File: config.mk
export PLATFORM = sky130hd
export DESIGN_NAME = unfunnel_buffered_flat
export DESIGN_NICKNAME = d
export VERILOG_FILES = /design/src/rtl/unfunnel_buffered_if.sv /design/src/rtl/unfunnel_buffered.sv /design/src/flat_wrapper.sv
export SDC_FILE = /design/constraint.sdc
export NUM_CORES = 1
export LEC_CHECK = 0
export CORE_MARGIN = 2
export CORE_UTILIZATION = 50
export CTS_CLUSTER_SIZE = 24
export DETAILED_ROUTE_END_ITERATION = 7
export PLACE_DENSITY_LB_ADDON = 0.08
export SLEW_MARGIN = 25
export SYNTH_ARGS = -nofsm -noshare
export SYNTH_HDL_FRONTEND = slang
export SYNTH_SLANG_ARGS = --single-unit
File: constraint.sdc
create_clock -name CLK -period 7.84 [get_ports CLK]
set_clock_uncertainty 0.15 [all_clocks]
set_input_delay 0.784 -clock CLK [delete_from_list [all_inputs] [get_ports CLK]]
set_output_delay 0.784 -clock CLK [all_outputs]
set_load 0.005 [all_outputs]
File: src/rtl/unfunnel_buffered_if.sv
// Handshake bundle for unfunnel_buffered: one word stream in, funnel_width lanes out.
// The slave modport is the unfunnel itself; master is the surrounding environment.
interface unfunnel_buffered_if #(
  parameter int unsigned FUNNEL_WIDTH = 4,
  parameter int unsigned DATA_WIDTH   = 32
);
  localparam int unsigned IW = (FUNNEL_WIDTH > 1) ? $clog2(FUNNEL_WIDTH) : 1;

  logic                               enq_ena;
  logic [DATA_WIDTH-1:0]              enq_v;
  logic [IW-1:0]                      enq_dest;
  logic                               enq_bcast;
  logic                               enq_rdy_c;
  logic [FUNNEL_WIDTH-1:0]            deq_ena_c;
  logic [FUNNEL_WIDTH*DATA_WIDTH-1:0] deq_v_c;
  logic [FUNNEL_WIDTH-1:0]            deq_rdy;
  logic [15:0]                        drop_count;

  modport master (
    output enq_ena, enq_v, enq_dest, enq_bcast, deq_rdy,
    input  enq_rdy_c, deq_ena_c, deq_v_c, drop_count
  );

  modport slave (
    input  enq_ena, enq_v, enq_dest, enq_bcast, deq_rdy,
    output enq_rdy_c, deq_ena_c, deq_v_c, drop_count
  );
endinterface

File: src/rtl/unfunnel_buffered.sv
// Steers one word stream to per-lane FIFOs (unicast or broadcast); words for a
// non-existent lane are dropped and counted.
module unfunnel_buffered #(
  parameter int unsigned FUNNEL_WIDTH = 4,
  parameter int unsigned DATA_WIDTH   = 32,
  parameter int unsigned DEPTH        = 2
) (
  input  logic               CLK,
  input  logic               nRST,
  unfunnel_buffered_if.slave bus
);
  localparam int unsigned IW = (FUNNEL_WIDTH > 1) ? $clog2(FUNNEL_WIDTH) : 1;
  localparam int unsigned PW = $clog2(DEPTH);
  localparam int unsigned CW = $clog2(DEPTH + 1);

  logic [DATA_WIDTH-1:0]   mem    [FUNNEL_WIDTH][DEPTH];
  logic [PW-1:0]           rd_ptr [FUNNEL_WIDTH];
  logic [PW-1:0]           wr_ptr [FUNNEL_WIDTH];
  logic [CW-1:0]           count  [FUNNEL_WIDTH];
  logic [15:0]             drop_count;

  logic [FUNNEL_WIDTH-1:0] lane_full;
  logic [FUNNEL_WIDTH-1:0] push;
  logic [FUNNEL_WIDTH-1:0] pop;
  logic                    dest_valid;
  logic                    dest_full;
  logic                    enq_rdy_c;
  logic                    accept;
  logic [FUNNEL_WIDTH*DATA_WIDTH-1:0] deq_v_c;

  // Ready depends only on registered counts and dest/bcast, never on enq_ena.
  always_comb begin
    lane_full  = '0;
    push       = '0;
    pop        = '0;
    deq_v_c    = '0;
    dest_valid = 1'b0;
    dest_full  = 1'b0;
    for (int unsigned i = 0; i < FUNNEL_WIDTH; i++) begin
      lane_full[i] = (count[i] == CW'(DEPTH));
      if (bus.enq_dest == IW'(i)) begin
        dest_valid = 1'b1;
        dest_full  = lane_full[i];
      end
    end
    if (bus.enq_bcast)
      enq_rdy_c = ~|lane_full;
    else if (dest_valid)
      enq_rdy_c = ~dest_full;
    else
      enq_rdy_c = 1'b1;
    accept = bus.enq_ena & enq_rdy_c;
    for (int unsigned i = 0; i < FUNNEL_WIDTH; i++) begin
      push[i] = accept & (bus.enq_bcast | (bus.enq_dest == IW'(i)));
      pop[i]  = (count[i] != '0) & bus.deq_rdy[i];
      deq_v_c[i*DATA_WIDTH +: DATA_WIDTH] = mem[i][rd_ptr[i]];
    end
  end

  // Lane bookkeeping; push and pop in one cycle leave the count unchanged.
  always_ff @(posedge CLK or negedge nRST) begin
    if (!nRST) begin
      for (int unsigned i = 0; i < FUNNEL_WIDTH; i++) begin
        rd_ptr[i] <= '0;
        wr_ptr[i] <= '0;
        count[i]  <= '0;
      end
      drop_count <= '0;
    end else begin
      for (int unsigned i = 0; i < FUNNEL_WIDTH; i++) begin
        if (push[i]) wr_ptr[i] <= wr_ptr[i] + PW'(1);
        if (pop[i])  rd_ptr[i] <= rd_ptr[i] + PW'(1);
        if (push[i] && !pop[i])
          count[i] <= count[i] + CW'(1);
        else if (!push[i] && pop[i])
          count[i] <= count[i] - CW'(1);
      end
      if (accept && !bus.enq_bcast && !dest_valid && (drop_count != 16'hFFFF))
        drop_count <= drop_count + 16'd1;
    end
  end

  // Payload storage needs no reset: counts gate visibility.
  always_ff @(posedge CLK) begin
    for (int unsigned i = 0; i < FUNNEL_WIDTH; i++) begin
      if (push[i]) mem[i][wr_ptr[i]] <= bus.enq_v;
    end
  end

  assign bus.enq_rdy_c  = enq_rdy_c;
  assign bus.deq_ena_c  = pop;
  assign bus.deq_v_c    = deq_v_c;
  assign bus.drop_count = drop_count;
endmodule
File: src/flat_wrapper.sv
// flat-port wrapper written by rule: the top's interface ports become plain ports
module unfunnel_buffered_flat 
#(
  parameter int unsigned FUNNEL_WIDTH = 4,
  parameter int unsigned DATA_WIDTH   = 32,
  parameter int unsigned DEPTH        = 2
)
  (CLK, nRST, bus_enq_ena, bus_enq_v, bus_enq_dest, bus_enq_bcast, bus_deq_rdy, bus_enq_rdy_c, bus_deq_ena_c, bus_deq_v_c, bus_drop_count);
  unfunnel_buffered_if #(.FUNNEL_WIDTH(FUNNEL_WIDTH), .DATA_WIDTH(DATA_WIDTH)) bus_i ();
  input  logic CLK;
  input  logic nRST;
  input wire logic [$bits(bus_i.enq_ena)-1:0] bus_enq_ena;
  input wire logic [$bits(bus_i.enq_v)-1:0] bus_enq_v;
  input wire logic [$bits(bus_i.enq_dest)-1:0] bus_enq_dest;
  input wire logic [$bits(bus_i.enq_bcast)-1:0] bus_enq_bcast;
  input wire logic [$bits(bus_i.deq_rdy)-1:0] bus_deq_rdy;
  output wire logic [$bits(bus_i.enq_rdy_c)-1:0] bus_enq_rdy_c;
  output wire logic [$bits(bus_i.deq_ena_c)-1:0] bus_deq_ena_c;
  output wire logic [$bits(bus_i.deq_v_c)-1:0] bus_deq_v_c;
  output wire logic [$bits(bus_i.drop_count)-1:0] bus_drop_count;
  assign bus_i.enq_ena = bus_enq_ena;
  assign bus_i.enq_v = bus_enq_v;
  assign bus_i.enq_dest = bus_enq_dest;
  assign bus_i.enq_bcast = bus_enq_bcast;
  assign bus_i.deq_rdy = bus_deq_rdy;
  assign bus_enq_rdy_c = bus_i.enq_rdy_c;
  assign bus_deq_ena_c = bus_i.deq_ena_c;
  assign bus_deq_v_c = bus_i.deq_v_c;
  assign bus_drop_count = bus_i.drop_count;
  unfunnel_buffered #(.FUNNEL_WIDTH(FUNNEL_WIDTH), .DATA_WIDTH(DATA_WIDTH), .DEPTH(DEPTH)) u_core (.CLK(CLK), .nRST(nRST), .bus(bus_i));
endmodule
==> metrics.csv <==
stage,metric,value,unit
finish,"Core Util, Final",65.4,%
clock_tree,Clock transition at path regs,0.06,ns
worst_setup_path,reg2reg start,u_core.count[5],
flow_run,maxcap violations,0,
sta,Hold WS,0.223,ns
finish,ANT cells,0,
placed_design,Post-Place Cells,950,
yosys,Yosys cell types,20,
clock_tree,Post-CTS Setup Inserts,0,
clock_tree,Num Clock Sinks,288,
status,outcome,completed,
drt,Avg WL per Cell,21.4,µm
finish,layout cells sized above 1,26.3,%
global_routing,antenna violations before repair,0,
worst_setup_path,crit end category,output port,
power_and_ir_drop,cell leakage power,4.67,nW
power_and_ir_drop,pwr/cell area,345,nW/µm²
sta,setup_tns,0,ns
global_routing,largest net degree at the start of global routing,34,
sta,RSZ-0062 raised after global routing,false,
drt,Initial DRC Count,314,
global_routing,GRT Resource Usage Total,19.0,%
sta,post-route minimum period,3.71,ns
yosys,Post-Syn Area,10600,µm²
yosys,Synth area leader,edfxtp_1,
yosys,top-area cell type share of the netlist area,72.6,%
placed_design,Place WS,3.71,ns
clock_tree,Max Root-Sink Buffers,3,
worst_setup_path,Setup Crit Path Kind,input pin to output port,
global_routing,vias in the first global route,5364,
finish,"commonest cells after routing, fill and taps aside","edfxtp_1 (256), clkdlybuf4s50_1 (190), mux2_2 (128)",
worst_setup_path,"critical path fanouts, max",6,
drt,first drt pass iteration count,4,
worst_setup_path,Worst EP required,6.91,ns
worst_setup_path,Worst path slowest cell,mux4_2,
worst_hold_path,Hold Crit Class,register to register,
yosys,Yosys warnings,0,
floorplan,initial core utilization,50.7,%
worst_hold_path,Hold Crit Depth,0,
finish,"most common cell after layout, fill and taps aside",edfxtp_1,
sta,setup violators final,0,
finish,Area growth syn-to-layout,29.0,%
drt,DRC errors left,0,
yosys,top post-synthesis cells by area,"edfxtp_1 (73%), mux2_2 (14%), dfrtp_1 (7.6%), clkbuf_1 (1.1%), a2111oi_4 (1.0%)",
sta,period utilisation layout,47.4,%
clock_tree,TritonCTS clock tree,yes,
yosys,"Net Count, Synth",558,
worst_setup_path,worst reg2reg path depth,5,
floorplan,std cell rows,53,
global_routing,gr ovfl total,0,
floorplan,die area,22400,µm²
floorplan,Die Ht,150,µm
power_and_ir_drop,Worst VDD drop,0.230,mV
yosys,"Seq/Total Area, Yosys",80.1,%
yosys,Mean Syn Cell Area,20.7,µm²
drt,vias,5145,
clock_tree,hold buffers post-CTS,0,
worst_hold_path,Hold Crit Start,u_core.bus.drop_count[2],
clock_tree,worst-skew pair later-pin latency,0.52,ns
finish,Final nets,751,
clock_tree,H-tree levels,1,
floorplan,# IOs,191,
drt,DRT antenna net count,0,
floorplan,area of the core,20900,µm²
clock_tree,CTS Buf Count,28,
sta,fmax,269,MHz
sta,setup ws final,4.13,ns
clock_tree,CTS root buf,clkbuf_16,
worst_setup_path,worst reg-to-reg setup slack,4.54,ns
worst_setup_path,CP Data Arrival Time,2.78,ns
worst_setup_path,RR Endpoint,u_core.mem[2][54],
worst_hold_path,Hold Path End,u_core.bus.drop_count[2],
worst_setup_path,"Cell Chain, Critical Path","clkdlybuf4s50_1, mux4_2, a21oi_1, clkdlybuf4s50_1",
drt,vias per cell,5.16,
yosys,Cells after Synth,512,
finish,Fill cells,1444,
placed_design,gpl congestion,0.795,
yosys,Synth Register Bits,288,
sta,Worst Tran Pin Value,0.970,ns
placed_design,DP Wirelength,13.0,mm
clock_tree,# resized after CTS,0,
global_routing,global-route wire length before repair,31.8,mm
sta,Final Hold Viols,0,
sta,"Slew Viols, Final",0,
drt,final WL,21.3,mm
sta,Max-slew headroom,35.3,%
worst_setup_path,CP max stage delay,0.67,ns
worst_setup_path,CP Launch Type,input pin,
floorplan,Die X-Extent,150,µm
finish,Layout Cells excl Fill,998,
placed_design,IO Port Bufs,190,
worst_setup_path,crit-path most repeated cell,clkdlybuf4s50_1,
==> state kept, by name (all words and copies together) (netlist names) <==
name and cells:
u_core.bus.drop_count 16, u_core.wr_ptr 4, u_core.mem 256, u_core.rd_ptr 4, u_core.count 8
==> Yosys cell counts (all sizes together) <==
cell     count
edfxtp     256
mux2       128
clkbuf      32
dfrtp       32
xor2        12
xnor2        8
inv          7
nor2         6
a2111oi      4
and2         4
ha           4
nor2b        4
nor3         4
o21ai        4
a21oi        3
a211o        1
mux4         1
o21a         1
o41a         1
==> power by group <==
group          switching [W]  internal [W]
Combinational       0.000482      0.000802
Clock               0.000518      0.000749
Sequential          0.000233       0.00194
Total                0.00123       0.00349
==> critical path: cells and delay by family <==
kind                   cells  cell delay, ns
muxes                      1            0.67
AOI/OAI and AO/OA          1            0.23
buffers and inverters      2            1.09
==> final cells by class <==
class | instances | area (µm²) | area share [%]
clock inverter | 8 | 61.3 | 0.449
timing repair buffer | 195 | 1940 | 14.2
tap | 275 | 344 | 2.52
clock buffer | 40 | 817 | 5.98
inverter | 7 | 26.3 | 0.192
multi-input combinational | 185 | 1980 | 14.5
sequential | 288 | 8490 | 62.2
==> worst max path at each step <==
stage                    startpoint                end  slack (ns)  cells past startpoint
floorplan           bus_enq_dest[0]  u_core.mem[1][32]        3.18                      3
global placement    bus_enq_dest[0]  u_core.mem[2][54]        3.82                      5
detailed placement  bus_enq_dest[0]  u_core.mem[2][48]        3.71                      5
CTS                 bus_enq_dest[0]      bus_enq_rdy_c        4.16                      4
global route        bus_enq_dest[0]      bus_enq_rdy_c        4.12                      4
finish              bus_enq_dest[0]      bus_enq_rdy_c        4.13                      4
==> cells by family after synthesis <==
family | synth area share [%]
mux | 13.8
fa+ha+maj | 0.473
simple gates | 0.874
buf+inv | 1.38
flops | 80.1
xor+xnor | 1.65
compound gates | 1.65
==> routing by layer <==
layer	routed length, µm	track usage, %	up-vias
met4	223	3.90	0
met3	1430	3.57	19
met2	10700	31.9	173
met1	9030	26.4	2615
li1	-	-	2338
met5	0	0	-
==> through the flow <==
stage | power (W) | area [µm²]
after floorplan | 0.00273 | 10600
after global placement | 0.00348 | 12800
after detailed placement | 0.00350 | 12800
after CTS | 0.00478 | 13700
after global routing | 0.00493 | 13700
final | 0.00472 | 13700
(Power assumes the default switching activity.)
